`config.mk`:
```
export PLATFORM = sky130hd
export DESIGN_NAME = calc_sequencer
export DESIGN_NICKNAME = d
export VERILOG_FILES = /design/src/rtl/calc_sequencer.sv
export SDC_FILE = /design/constraint.sdc
export NUM_CORES = 1
export LEC_CHECK = 0
export CAP_MARGIN = 10
export CORE_ASPECT_RATIO = 0.5
export CORE_MARGIN = 2
export CORE_UTILIZATION = 63
export CTS_CLUSTER_DIAMETER = 30
export DETAILED_ROUTE_END_ITERATION = 7
export DONT_BUFFER_PORTS = 1
export HOLD_SLACK_MARGIN = 0.08
export PLACE_DENSITY = 0.85
export SLEW_MARGIN = 20
export SYNTH_ARGS = -nofsm -noshare
export SYNTH_HDL_FRONTEND = slang
export SYNTH_SLANG_ARGS = --single-unit
```
`constraint.sdc`:
```
create_clock -name clk -period 10.15 [get_ports clk]
set_input_delay 3.045 -clock clk [delete_from_list [all_inputs] [get_ports clk]]
set_output_delay 3.045 -clock clk [all_outputs]
set_load 0.01 [all_outputs]
```
`src/rtl/calc_sequencer.sv`:
```
// Operand-entry sequencer for a keypad calculator: it latches N_OPS operands on
// button presses, then alternates between showing a result and chaining it forward.
module calc_sequencer #(
    parameter int DATA_W = 40,
    parameter int N_OPS  = 2,
    parameter int LED_W  = 10
) (
    input  logic                      clk,
    input  logic                      reset,
    input  logic                      btn_clear,
    input  logic                      btn_next,
    input  logic                      enable_switch,
    input  logic [DATA_W-1:0]         in_val,
    input  logic [DATA_W-1:0]         in_prev_res,
    output logic [N_OPS*DATA_W-1:0]   ops,
    output logic [1:0]                op_idx,
    output logic [1:0]                display_sel,
    output logic [LED_W-1:0]          led,
    output logic                      calc_start
);

    typedef enum logic [1:0] {
        ST_ENTRY  = 2'd0,
        ST_RESULT = 2'd1,
        ST_CONT   = 2'd2
    } state_t;

    localparam logic [1:0] LAST_IDX = 2'(N_OPS - 1);

    state_t                         state_q, state_d;
    logic [N_OPS-1:0][DATA_W-1:0]   ops_q, ops_d;
    logic [1:0]                     op_idx_q, op_idx_d;
    logic [1:0]                     disp_q, disp_d;
    logic [LED_W-1:0]               led_q, led_d;
    logic                           start_q, start_d;
    logic                           next_hist_q, next_hist_d;
    logic                           clear_hist_q, clear_hist_d;
    logic                           next_evt;
    logic                           clear_evt;

    // History flops reset to 1 so a button held through reset release is ignored.
    assign next_hist_d  = btn_next;
    assign clear_hist_d = btn_clear;
    assign next_evt     = btn_next & ~next_hist_q & enable_switch;
    assign clear_evt    = btn_clear & ~clear_hist_q;

    always_comb begin
        state_d  = state_q;
        ops_d    = ops_q;
        op_idx_d = op_idx_q;
        disp_d   = disp_q;
        led_d    = led_q;
        start_d  = 1'b0;

        if (clear_evt) begin
            state_d  = ST_ENTRY;
            ops_d    = '0;
            op_idx_d = 2'd0;
            disp_d   = 2'b00;
            led_d    = '0;
        end else if (next_evt) begin
            case (state_q)
                ST_ENTRY: begin
                    for (int k = 0; k < N_OPS; k++) begin
                        if (op_idx_q == 2'(k)) begin
                            ops_d[k] = in_val;
                        end
                    end
                    led_d = LED_W'(1) << op_idx_q;
                    if (op_idx_q == LAST_IDX) begin
                        state_d = ST_RESULT;
                        disp_d  = 2'b11;
                        start_d = 1'b1;
                    end else begin
                        op_idx_d = op_idx_q + 2'd1;
                        disp_d   = 2'b01;
                    end
                end
                ST_RESULT: begin
                    state_d  = ST_CONT;
                    op_idx_d = 2'd1;
                    disp_d   = 2'b01;
                    led_d    = LED_W'(1) << N_OPS;
                end
                ST_CONT: begin
                    // The previous result becomes operand 0 so computations can chain.
                    ops_d[0] = in_prev_res;
                    ops_d[1] = in_val;
                    led_d    = LED_W'(1) << (N_OPS + 1);
                    if (N_OPS == 2) begin
                        state_d  = ST_RESULT;
                        op_idx_d = LAST_IDX;
                        disp_d   = 2'b11;
                        start_d  = 1'b1;
                    end else begin
                        state_d  = ST_ENTRY;
                        op_idx_d = 2'd2;
                        disp_d   = 2'b01;
                    end
                end
                default: begin
                    state_d  = ST_ENTRY;
                    op_idx_d = 2'd0;
                end
            endcase
        end
    end

    always_ff @(posedge clk or posedge reset) begin
        if (reset) begin
            state_q      <= ST_ENTRY;
            ops_q        <= '0;
            op_idx_q     <= 2'd0;
            disp_q       <= 2'b00;
            led_q        <= '1;
            start_q      <= 1'b0;
            next_hist_q  <= 1'b1;
            clear_hist_q <= 1'b1;
        end else begin
            state_q      <= state_d;
            ops_q        <= ops_d;
            op_idx_q     <= op_idx_d;
            disp_q       <= disp_d;
            led_q        <= led_d;
            start_q      <= start_d;
            next_hist_q  <= next_hist_d;
            clear_hist_q <= clear_hist_d;
        end
    end

    assign ops         = ops_q;
    assign op_idx      = op_idx_q;
    assign display_sel = disp_q;
    assign led         = led_q;
    assign calc_start  = start_q;

endmodule

```
[Word level (Yosys, flattened, before mapping)]
Index checks and enable logic that the tools add are counted.
W data, S select, Z words.
Operators by class
  add/sub/neg operators: 1
  shifts and indexed selects: 1
  bitwise gates (word level): 5
  equal/unequal tests: 6
  reductions and logical operators: 11
  muxes and demuxes: 24
Operators with widths (count)
  $mux W80: 2
  $pmux W80 S2: 1
  $mux W40: 2
  $pmux W10 S3: 1
  $mux W10: 2
  $mux W2: 9
  $pmux W2 S3: 2
  $shl A1 B2 Y10 const A: 1
  $ne A3 B3 Y1 const B: 3
  $reduce_and A2 Y1: 3
  $reduce_and A3 Y1: 2
  $eq A2 B1 Y1 const B: 2
  $logic_not A2 Y1: 2
  $pmux W2 S2: 1
  $reduce_bool A4 Y1: 1
  $and A1 B1 Y1: 3
  $mux W1: 3
  $reduce_bool A3 Y1: 1
  $add A2 B1 Y2 const B: 1
  $eq A2 B2 Y1 const B: 1
  $not A1 Y1: 2
  $pmux W1 S2: 1
  $reduce_bool A2 Y1: 1
  $reduce_or A2 Y1: 1
Word-level totals
  register bits: 99
  input bits: 85
  logic and storage cells: 57

[Depth between registers and ports, before layout]
Gate-level depths: netlist of run 1.
  depth in word-level cells: 5
  depth in mapped cells: 7
  mapped depth without buffers: 5

[Least setup slack after synthesis of run 1]
OpenSTA, ideal clock, no wires.
  path type: input-to-reg
  start point: in enable_switch
  end point: reg state_q[0]
  setup slack: 6.203 ns
  required time: 10.072 ns
  arrival time: 3.870 ns
  buffers on the path: 0
  setup time: 0.078 ns
  cell stages on the path: 3
  cell sequence: nand3b_1 -> or4_1 -> a21oi_1
Between the ends
  longest elaborated chain between the ends: 3
Ends and longest elaborated chain
  start: declaration: RTL line 12  | input logic enable_switch,
  $and A1 B1 Y1: RTL line 44  | assign next_evt = btn_next & ~next_hist_q & enable_switch;
  $reduce_bool A2 Y1 (no line)
  $reduce_and A2 Y1 (no line)
  end signal: assignment: RTL line 120  | state_q <= state_d;
  end: declaration: RTL line 30  | state_t state_q, state_d;
Every way passes these cells.
A chain may end at the register's enable or synchronous reset.

[Worst setup path after layout of run 1]
  start point: in enable_switch
  end point: reg ops_q, in the netlist ops[73]
Between the ends
  longest elaborated chain between the ends: 3
Ends and longest elaborated chain
  $and A1 B1 Y1: RTL line 44
  $reduce_bool A2 Y1 (no line)
  $reduce_and A3 Y1 (no line)
  end signal: assignment: RTL line 121  | ops_q <= ops_d;
  end: declaration: RTL line 31  | logic [N_OPS-1:0][DATA_W-1:0] ops_q, ops_d;
Every way passes these cells.

==> metrics.txt, run 1 <==
Vias per Instance approximately 6.3; Die Ht around 66 um; worst path required time slightly above 10000 ps; wire per inst approximately 21 um; Initial Utilization 0.661; CTS tree built; Max-Slew Margin vs Limit 0.413; leakage a little over 2 nW; IO Port Bufs 0; Pint 0.706 mW; minimum clock period around 4600 ps; unrepaired setup endpoints after global routing false; site row count 22; DIE WIDTH approximately 130 um; setup_tns 0 ps; total power 1.01 mW; top-area cell type share of the netlist area 0.443; Distinct cells, synth 31; Final Hold Vio Count 0; Num CTS Buffers 9; HPWL after DPL about 7000 um; final WL 11100 um; insertion delay of the later-clocked pin in the worst-skew pair 330 ps; Max rail drop VDD roughly 120 uV; pre-CTS WS between 5000 and 6000 ps; min-delay worst type reg2reg; Detail Route Antenna Nets 0; Clock Tree Root clkbuf_16; FF+latch area approximately 2400 sq um; Congestion Overflow GR 0; worst r2r src state_q[0]$_DFFE_PP0P_; DRT iter0 DRCs 218; synthesized instance count 442; Synth warnings 0; CTS max path bufs 2; Fin Hold WS roughly 550 ps; Yosys top cell by area dfrtp_1; Synth area leaders dfrtp_1 (44%), mux2i_1 (17%), a211oi_2 (10%), nand2_1 (6.5%), a21oi_1 (5.0%); CP Launch Type input port; CTS resizes 0; register share of total power 0.478; Filler cells 548; sequential area share after synthesis 0.481; reg2reg end ops[73]$_DFFE_PP0P_; number of post-CTS setup repair buffers 0; Synth Net Count 537; Netlist Area Pre-Place between 4000 and 5000 sq um; io pins between 150 and 200; Hold Path End led[1]$_DFFE_PP1P_; area of the core about 7400 sq um; Comb pwr share 0.173; Total GRT Usage 0.266; MaxCap Viol Count 0; slew at the pin closest to its max-slew limit between 800 and 900 ps; global-route wire length before repair roughly 17000 um; Finish-stage setup viols 0; largest net degree at the start of global routing 95; syn avg cell area between 10 and 15 sq um; hold path start led[1]$_DFFE_PP1P_; Post-CTS Hold Buffers 0; flop-to-flop setup slack ~7200 ps; die area about 8600 sq um; # nets final between 500 and 600; WS Path Type in2reg; Sw Pwr roughly 0.3 mW; outcome complete, no violations; length in cells of the worst reg-to-reg path 6; initial antenna violation count 0; CTS H-tree lvls 3; Initial DRT Pass Iterations 4; Worst EP arrival 4840 ps; clk slew on worst S/H paths roughly 60 ps; PD cells about 200 nW/um^2; setup ws final 5550 ps; final worst-path cycle share 0.453; share of cells above drive strength 1 0.177; crit-path max FO 21; Area Growth Syn to Fin 4.38%; area of the multi-input gates roughly 2300 sq um; Sink Count 94; Vias 3265; maximum clock rate between 0.2 and 0.25 GHz; Clock power frac 0.349; Worst setup EP type flip-flop; flops & latches, synth 94; Final Max Tran Viols 0; Residual DRC 0; Layout Skew ~4 ps; GPL Wtd Cong 0.891; vias in the first global route 3377; Net Sw Frac 0.301; hold depth 2; ant diodes 0
## cells by family after synthesis
| kind of cell | count (synthesis) | synth area share |
|---|---|---|
| simple gates | 105 | 0.0904 |
| compound gates | 99 | 0.165 |
| flops | 94 | 0.481 |
| mux | 85 | 0.174 |
| buf+inv | 49 | 0.0642 |
| fa+ha+maj | 10 | 0.0255 |
## cell type report
type,count,share of cell area
Clock inverter,2,0.00732
Sequential cell,94,0.460
Tap cell,96,0.0234
Multi-Input combinational cell,299,0.442
Inverter,6,0.00537
Timing Repair Buffer,4,0.00586
Clock buffer,14,0.0554
## critical path: stages
cell	delay, ps
nand3b_1	250
a21oi_4	770
buf_4	490
mux2i_1	270
## power by group through the flow
| stage | Sequential (mW) | Combinational (mW) | Clock, mW |
|---|---|---|---|
| after global placement | 0.487 | 0.162 | 0 |
| after detailed placement | 0.488 | 0.173 | 0 |
| after CTS | 0.483 | 0.174 | 0.359 |
| final | 0.483 | 0.174 | 0.353 |
| after floorplan | 0.475 | 0.151 | 0 |
| after global routing | 0.488 | 0.194 | 0.377 |
## cell usage after synthesis
library cell  count
a211oi_1          3
a211oi_2         40
a21oi_1          49
a21oi_2           1
and2_4            1
and3b_1           1
buf_12            4
buf_2            20
buf_4             9
buf_6             1
clkbuf_1          9
dfrtp_1          87
dfstp_2           7
ha_1             10
inv_1             6
mux2_4            1
mux2i_1          84
nand2_1          85
nand2b_1          2
nand3_1           1
nand3b_1          2
nand4_1           1
nand4b_1          1
nor2_1            3
nor2b_1           4
nor3_1            2
o211ai_1          1
o21a_1            1
o21ai_0           4
or3_1             1
or4_1             1
## worst max-delay path by stage
stage                                 to           from  slack [ps]
CTS                  ops[73]$_DFFE_PP0P_  enable_switch        5580
detailed placement   ops[59]$_DFFE_PP0P_  enable_switch        5240
global placement     ops[58]$_DFFE_PP0P_  enable_switch        5330
floorplan           calc_start$_DFF_PP0_          reset        4670
global route         ops[73]$_DFFE_PP0P_  enable_switch        5430
finish               ops[73]$_DFFE_PP0P_  enable_switch        5550
## per-stage QoR
stage / std cells / instance area (sq um) / util
floorplan: 442 / 4910 / -
global placement: 499 / 4790 / 0.645
detailed placement: 499 / 4790 / 0.645
CTS: 515 / 5120 / 0.688
global route: 515 / 5130 / 0.690
finish: 515 / 5130 / 0.690
## sequential cells by signal, summed over array words and instances (netlist names)
name	cells
calc_start	1
clear_hist_q	1
display_sel	2
led	5
next_hist_q	1
op_idx	2
ops	80
state_q	2
## layout by cell type, fill, tap and decap left out, types with 2 or more instances in the layout
master / count
mux2i_1: 84
buf_4: 4
nor3_1: 2
clkbuf_8: 4
nand3b_1: 2
dfstp_2: 7
ha_1: 9
nor2_1: 3
nand2_1: 85
dfrtp_1: 87
o21ai_0: 4
inv_1: 5
a21oi_1: 49
a211oi_1: 3
nor2b_1: 3
a211oi_2: 40
clkbuf_16: 9
## layer usage
metal	vias up	routed length, um	global-route usage
met3	13	945	0.0930
met4	0	127	0.0802
li1	1491	-	-
met1	1632	4580	0.333
met2	129	5420	0.441
met5	-	0	0
Note: power is estimated with default switching activity, not from simulation.
==> inputs of run 2 (changes only) <==
==> constraint.sdc (replaced) <==
create_clock -name clk -period 4.3 [get_ports clk]
set_input_delay 1.29 -clock clk [delete_from_list [all_inputs] [get_ports clk]]
set_output_delay 1.29 -clock clk [all_outputs]
set_load 0.01 [all_outputs]
==> run 2 against run 1 <==
Effect of this change:
- core utilization increased by 0.37 points
- total power increased by 140%
- sequential share of layout area decreased by 0.25 points
- critical path depth increased by 1
- sequential power increased by 140%
- first-iteration DRC count unchanged
- via count increased by 2.8%
- critical endpoint is now ops[16]$_DFFE_PP0P_
- largest cell class unchanged
- highest routed layer unchanged
==> metrics.txt, run 2 (synthesis results as in run 1) <==
outcome complete, no violations; Vias per Instance 6.49 (+2.4%); DRT iter0 DRCs 218 (unchanged); Max-Slew Margin vs Limit 0.376 (-0.0376); Initial Utilization 0.661 (unchanged); Slowest-stage cell, CP and2_4; global-route wire length before repair 17700 um (+2.2%); Vias 3357 (+2.8%); Finish-stage setup viols 0 (unchanged); pre-CTS WS 1310 ps (-3940 ps); CTS max path bufs 2 (unchanged); crit-path max FO 41 (+95%); DRT met1 WL 4740 um (+3.4%); Num CTS Buffers 9 (unchanged); Max rail drop VDD 249 uV (+110%); CP bufs+invs 1 (unchanged); io pins 180 (unchanged); vias in the first global route 3372 (-0.15%); CTS H-tree lvls 3 (unchanged); Post-CTS Hold Buffers 0 (unchanged); Detail Route Antenna Nets 0 (unchanged); Crit. Startpoint state_q[0]$_DFFE_PP0P_; FF+latch area 2360 sq um (unchanged); final worst-path cycle share 0.671; initial antenna violation count 0 (unchanged); WS Path Type reg2reg; Layout Skew 4.68 ps (+0.689 ps); worst r2r src state_q[0]$_DFFE_PP0P_; Sink Count 94 (unchanged); CP Launch Type flip-flop; minimum clock period slightly below 3000 ps; routed wl met2 5480 um (+1.2%); Fin Hold WS 547 ps (+1.09 ps); DIE WIDTH 129 um (unchanged); hold path start led[1]$_DFFE_PP1P_; Filler cells 507 (-7.5%); # nets final 511 (+0.39%); Final Hold Vio Count 0 (unchanged); GPL Wtd Cong 0.835 (-6.2%); Total GRT Usage 0.272 (+0.00650); CTS resizes 0 (unchanged); PD cells 467 nW/um^2 (+140%); setup_tns 0 ps (unchanged); met3 WL 1020 um (+7.6%); site row count 22 (unchanged); maximum clock rate approximately 0.35 GHz; number of post-CTS setup repair buffers 0 (unchanged); unrepaired setup endpoints after global routing false; max reg flops 80 (unchanged); commonest cells after routing, fill and taps aside dfrtp_1 (87), nand2_1 (85), mux2i_1 (84), a21oi_1 (49), a211oi_2 (40); slew at the pin closest to its max-slew limit 935 ps (+56.2 ps); IO Port Bufs 0 (unchanged); Final Max Tran Viols 0 (unchanged); Top delay family on crit path simple AND/OR/NAND/NOR gates; largest net degree at the start of global routing 69 (-27%); setup ws final 1420 ps (-4140 ps); Final Instance Area 5160 sq um (+0.54%); Residual DRC 0 (unchanged); Worst EP arrival 3060 ps (-1780 ps); HPWL after DPL 7700 um (+9.0%); ant diodes 0 (unchanged); final WL 11400 um (+3.3%); critical-path cell list inv_1, ha_1, mux2_4, and2_4, a211oi_2; worst path required time 4480 ps (-5910 ps); CTS tree built; area of the core 7430 sq um (unchanged); Clock Tree Root clkbuf_16; area of the multi-input gates 2270 sq um (unchanged); Congestion Overflow GR 0 (unchanged); Worst setup EP type flip-flop; Die Ht 66.4 um (unchanged); Largest stage delay, worst path 710 ps (-60 ps); die area 8560 sq um (unchanged); min-delay worst type reg2reg; Top Metal Used met4; leakage 2.06 nW (+0.57%); MaxCap Viol Count 0 (unchanged); post-place instance area 4820 sq um (+0.57%); Initial DRT Pass Iterations 5 (+1); share of cells above drive strength 1 0.183 (+0.00629); wire per inst 22.1 um (+2.9%); commonest non-fill, non-tap cell in the layout dfrtp_1; Area Growth Syn to Fin 4.94%; clk slew on worst S/H paths 60 ps (about the same); insertion delay of the later-clocked pin in the worst-skew pair 330 ps (about the same)
## run 2: cell type report
| cell class | count | share of cell area |
|---|---|---|
| clock buffer | 10 | 0.0463 |
| tap | 96 | 0.0233 |
| multi-input combinational | 299 | 0.440 |
| clock inverter | 6 | 0.0165 |
| timing repair buffer | 6 | 0.0112 |
| sequential | 94 | 0.458 |
| inverter | 6 | 0.00485 |
## run 2: through the flow
stage / power (mW) / utilization / std cells
finish: 2.41 / 0.694 / 517
detailed placement: 1.57 / 0.649 / 501
global route: 2.52 / 0.694 / 517
CTS: 2.42 / 0.692 / 517
global placement: 1.53 / 0.649 / 501
floorplan: 1.48 / - / 442
## run 2: routing by layer
metal / vias to the layer above / global-route usage
met5: - / 0
met4: 0 / 0.0938
met3: 22 / 0.100
met2: 145 / 0.443
met1: 1699 / 0.340
li1: 1491 / -
## run 2: path summary, 6_finish.rpt
kind,to,slack [ps],depth (start not counted)
max,ops[16]$_DFFE_PP0P_,1420,5
min reg2reg,led[1]$_DFFE_PP1P_,550,2
min in group asynchronous,ops[32]$_DFFE_PP0P_,1000,1
min,led[1]$_DFFE_PP1P_,550,2
max in group asynchronous,next_hist_q$_DFF_PP1_,2510,2
max reg2reg,ops[16]$_DFFE_PP0P_,1420,5
## run 2: worst reg2reg max path, stage by stage (launching register included)
cell	delay [ps]
dfrtp_1	440
inv_1	190
ha_1	590
mux2_4	620
and2_4	710
a211oi_2	170
## run 2: power breakdown
part,switching [mW],total [mW],internal [mW]
clock network,0.325,0.848,0.523
registers,0.143,1.14,0.998
logic,0.263,0.418,0.156
==> inputs of run 3 (changes only) <==
==> constraint.sdc (replaced) <==
create_clock -name clk -period 2.8 [get_ports clk]
set_input_delay 0.84 -clock clk [delete_from_list [all_inputs] [get_ports clk]]
set_output_delay 0.84 -clock clk [all_outputs]
set_load 0.01 [all_outputs]
==> run 3 against run 2 <==
Effect of this change:
- first-iteration DRC count down 6.0%
- count of clock-buffer cells in the layout up 1
- fmax up 26%
- critical path type unchanged
- largest power group unchanged
==> metrics.txt, run 3 (synthesis results as in run 1) <==
maximum clock rate 0.436 GHz (+26%); Max-Slew Margin vs Limit 0.567 (+0.191); final WL 11300 um (-1.1%); CTS max path bufs 2 (unchanged); area of the core 7430 sq um (unchanged); Layout Skew 6.60 ps (+1.92 ps); Non-Filler Instances 521 (+0.77%); Residual DRC 0 (unchanged); # nets final 515 (+0.78%); Total GRT Usage 0.268 (-0.00477); PD cells 699 nW/um^2 (+50%); setup_tns 0 ps (unchanged); Area Growth Syn to Fin 5.68%; final core utilization 0.699 (+0.00488); Worst EP arrival 2530 ps (-530 ps); Finish-stage setup viols 0 (unchanged); DIE WIDTH 129 um (unchanged); Sink Count 94 (unchanged); Post-CTS Hold Buffers 0 (unchanged); Clock Tree Root clkbuf_16; WS Path Type reg2reg; Final Hold Vio Count 0 (unchanged); minimum clock period 2290 ps (-590 ps); worst path required time 3040 ps (-1440 ps); Vias per Instance 6.40 (-1.4%); Initial DRT Pass Iterations 4 (-1); Top delay family on crit path buffers and inverters; Vias 3337 (-0.60%); share of cells above drive strength 1 0.188 (+0.00534); unrepaired setup endpoints after global routing false; Largest stage delay, worst path 550 ps (-160 ps); CTS H-tree lvls 3 (unchanged); stages on the worst setup path 6 (+1); crit-path max FO 40 (-2.4%); Num CTS Buffers 9 (unchanged); reg2reg end ops[18]$_DFFE_PP0P_; Critical Path End ops[18]$_DFFE_PP0P_; vias in the first global route 3533 (+4.8%); GPL Wtd Cong 0.827 (-0.99%); Crit. Startpoint state_q[0]$_DFFE_PP0P_; critical-path cell list inv_1, ha_1, mux2_4, buf_4, a21oi_1, a211oi_2; Filler cells 557 (+9.9%); MaxCap Viol Count 0 (unchanged); CP Launch Type flip-flop; number of post-CTS setup repair buffers 0 (unchanged); ant diodes 0 (unchanged); leakage 2.08 nW (+0.75%); io pins 180 (unchanged); length in cells of the worst reg-to-reg path 6 (+1); Detail Route Antenna Nets 0 (unchanged); IO Port Bufs 0 (unchanged); CTS resizes 0 (unchanged); max reg flops 80 (unchanged); CP bufs+invs 2 (+1); initial antenna violation count 0 (unchanged); clk slew on worst S/H paths 70 ps (about the same); Worst setup EP type flip-flop; largest net degree at the start of global routing 95 (+38%); die area 8560 sq um (unchanged); Slowest-stage cell, CP ha_1; flop-to-flop setup slack 510 ps (-910 ps); Congestion Overflow GR 0 (unchanged); global-route wire length before repair 17700 um (-0.16%); commonest non-fill, non-tap cell in the layout dfrtp_1; Initial Utilization 0.661 (unchanged); CTS tree built; final worst-path cycle share 0.819 (+0.149); worst r2r src state_q[0]$_DFFE_PP0P_; HPWL after DPL 7760 um (+0.78%); insertion delay of the later-clocked pin in the worst-skew pair 330 ps (about the same); outcome complete, no violations; total power 3.63 mW (+51%); Max rail drop VDD 448 uV (+80%); slew at the pin closest to its max-slew limit 650 ps (-285 ps); site row count 22 (unchanged); placed cell count 505 (+0.80%); setup ws final 506 ps (-910 ps); pre-CTS WS 538 ps (-768 ps); DRT iter0 DRCs 205 (-6.0%); Final Max Tran Viols 0 (unchanged); wire per inst 21.7 um (-1.9%); Die Ht 66.4 um (unchanged); commonest cells after routing, fill and taps aside dfrtp_1 (87), nand2_1 (85), mux2i_1 (84), a21oi_1 (49), a211oi_2 (40); min-delay worst type in2reg
[run 3: worst reg2reg max path, delay by kind of cell (launching register included)]
kind                     cells  cell delay, ps
AO/OA/AOI/OAI                2             430
adder cells (fa/ha/maj)      1             550
buffers and inverters        2             550
flip-flops                   1             410
multiplexers                 1             270
[run 3: worst min path at each step]
stage                                  start                     to  slack (ps)  depth (start not counted)
after floorplan           led[8]$_DFFE_PP1P_     led[8]$_DFFE_PP1P_         480                          2
after global placement    led[0]$_DFFE_PP1P_     led[0]$_DFFE_PP1P_         520                          2
after detailed placement  led[0]$_DFFE_PP1P_     led[0]$_DFFE_PP1P_         520                          2
after CTS                           btn_next  next_hist_q$_DFF_PP1_         490                          0
after global routing                btn_next  next_hist_q$_DFF_PP1_         490                          0
final                               btn_next  next_hist_q$_DFF_PP1_         500                          0
[run 3: through the flow]
stage	area, sq um	hold WS, ps
CTS	5190	491
floorplan	4920	482
global placement	4890	517
global route	5190	488
detailed placement	4890	522
finish	5190	503
[run 3: power breakdown]
part / leakage (nW) / internal [mW] / switching, mW
Clock: 0.142 / 0.717 / 0.506
Combinational: 0.689 / 0.254 / 0.396
Sequential: 1.25 / 1.53 / 0.222
[run 3: final cells by class]
type / count / area [sq um] / area share
Inverter: 6 / 26.3 / 0.00506
Tap cell: 96 / 120 / 0.0231
Multi-Input combinational cell: 299 / 2260 / 0.435
Clock inverter: 5 / 58.8 / 0.0113
Sequential cell: 94 / 2360 / 0.455
Clock buffer: 11 / 243 / 0.0467
Timing Repair Buffer: 10 / 125 / 0.0241
[run 3: per-layer routing]
layer,global-route usage,routed length [um]
met1,0.318,4700
met2,0.460,5500
met3,0.0922,965
met4,0.0910,148
met5,0,0
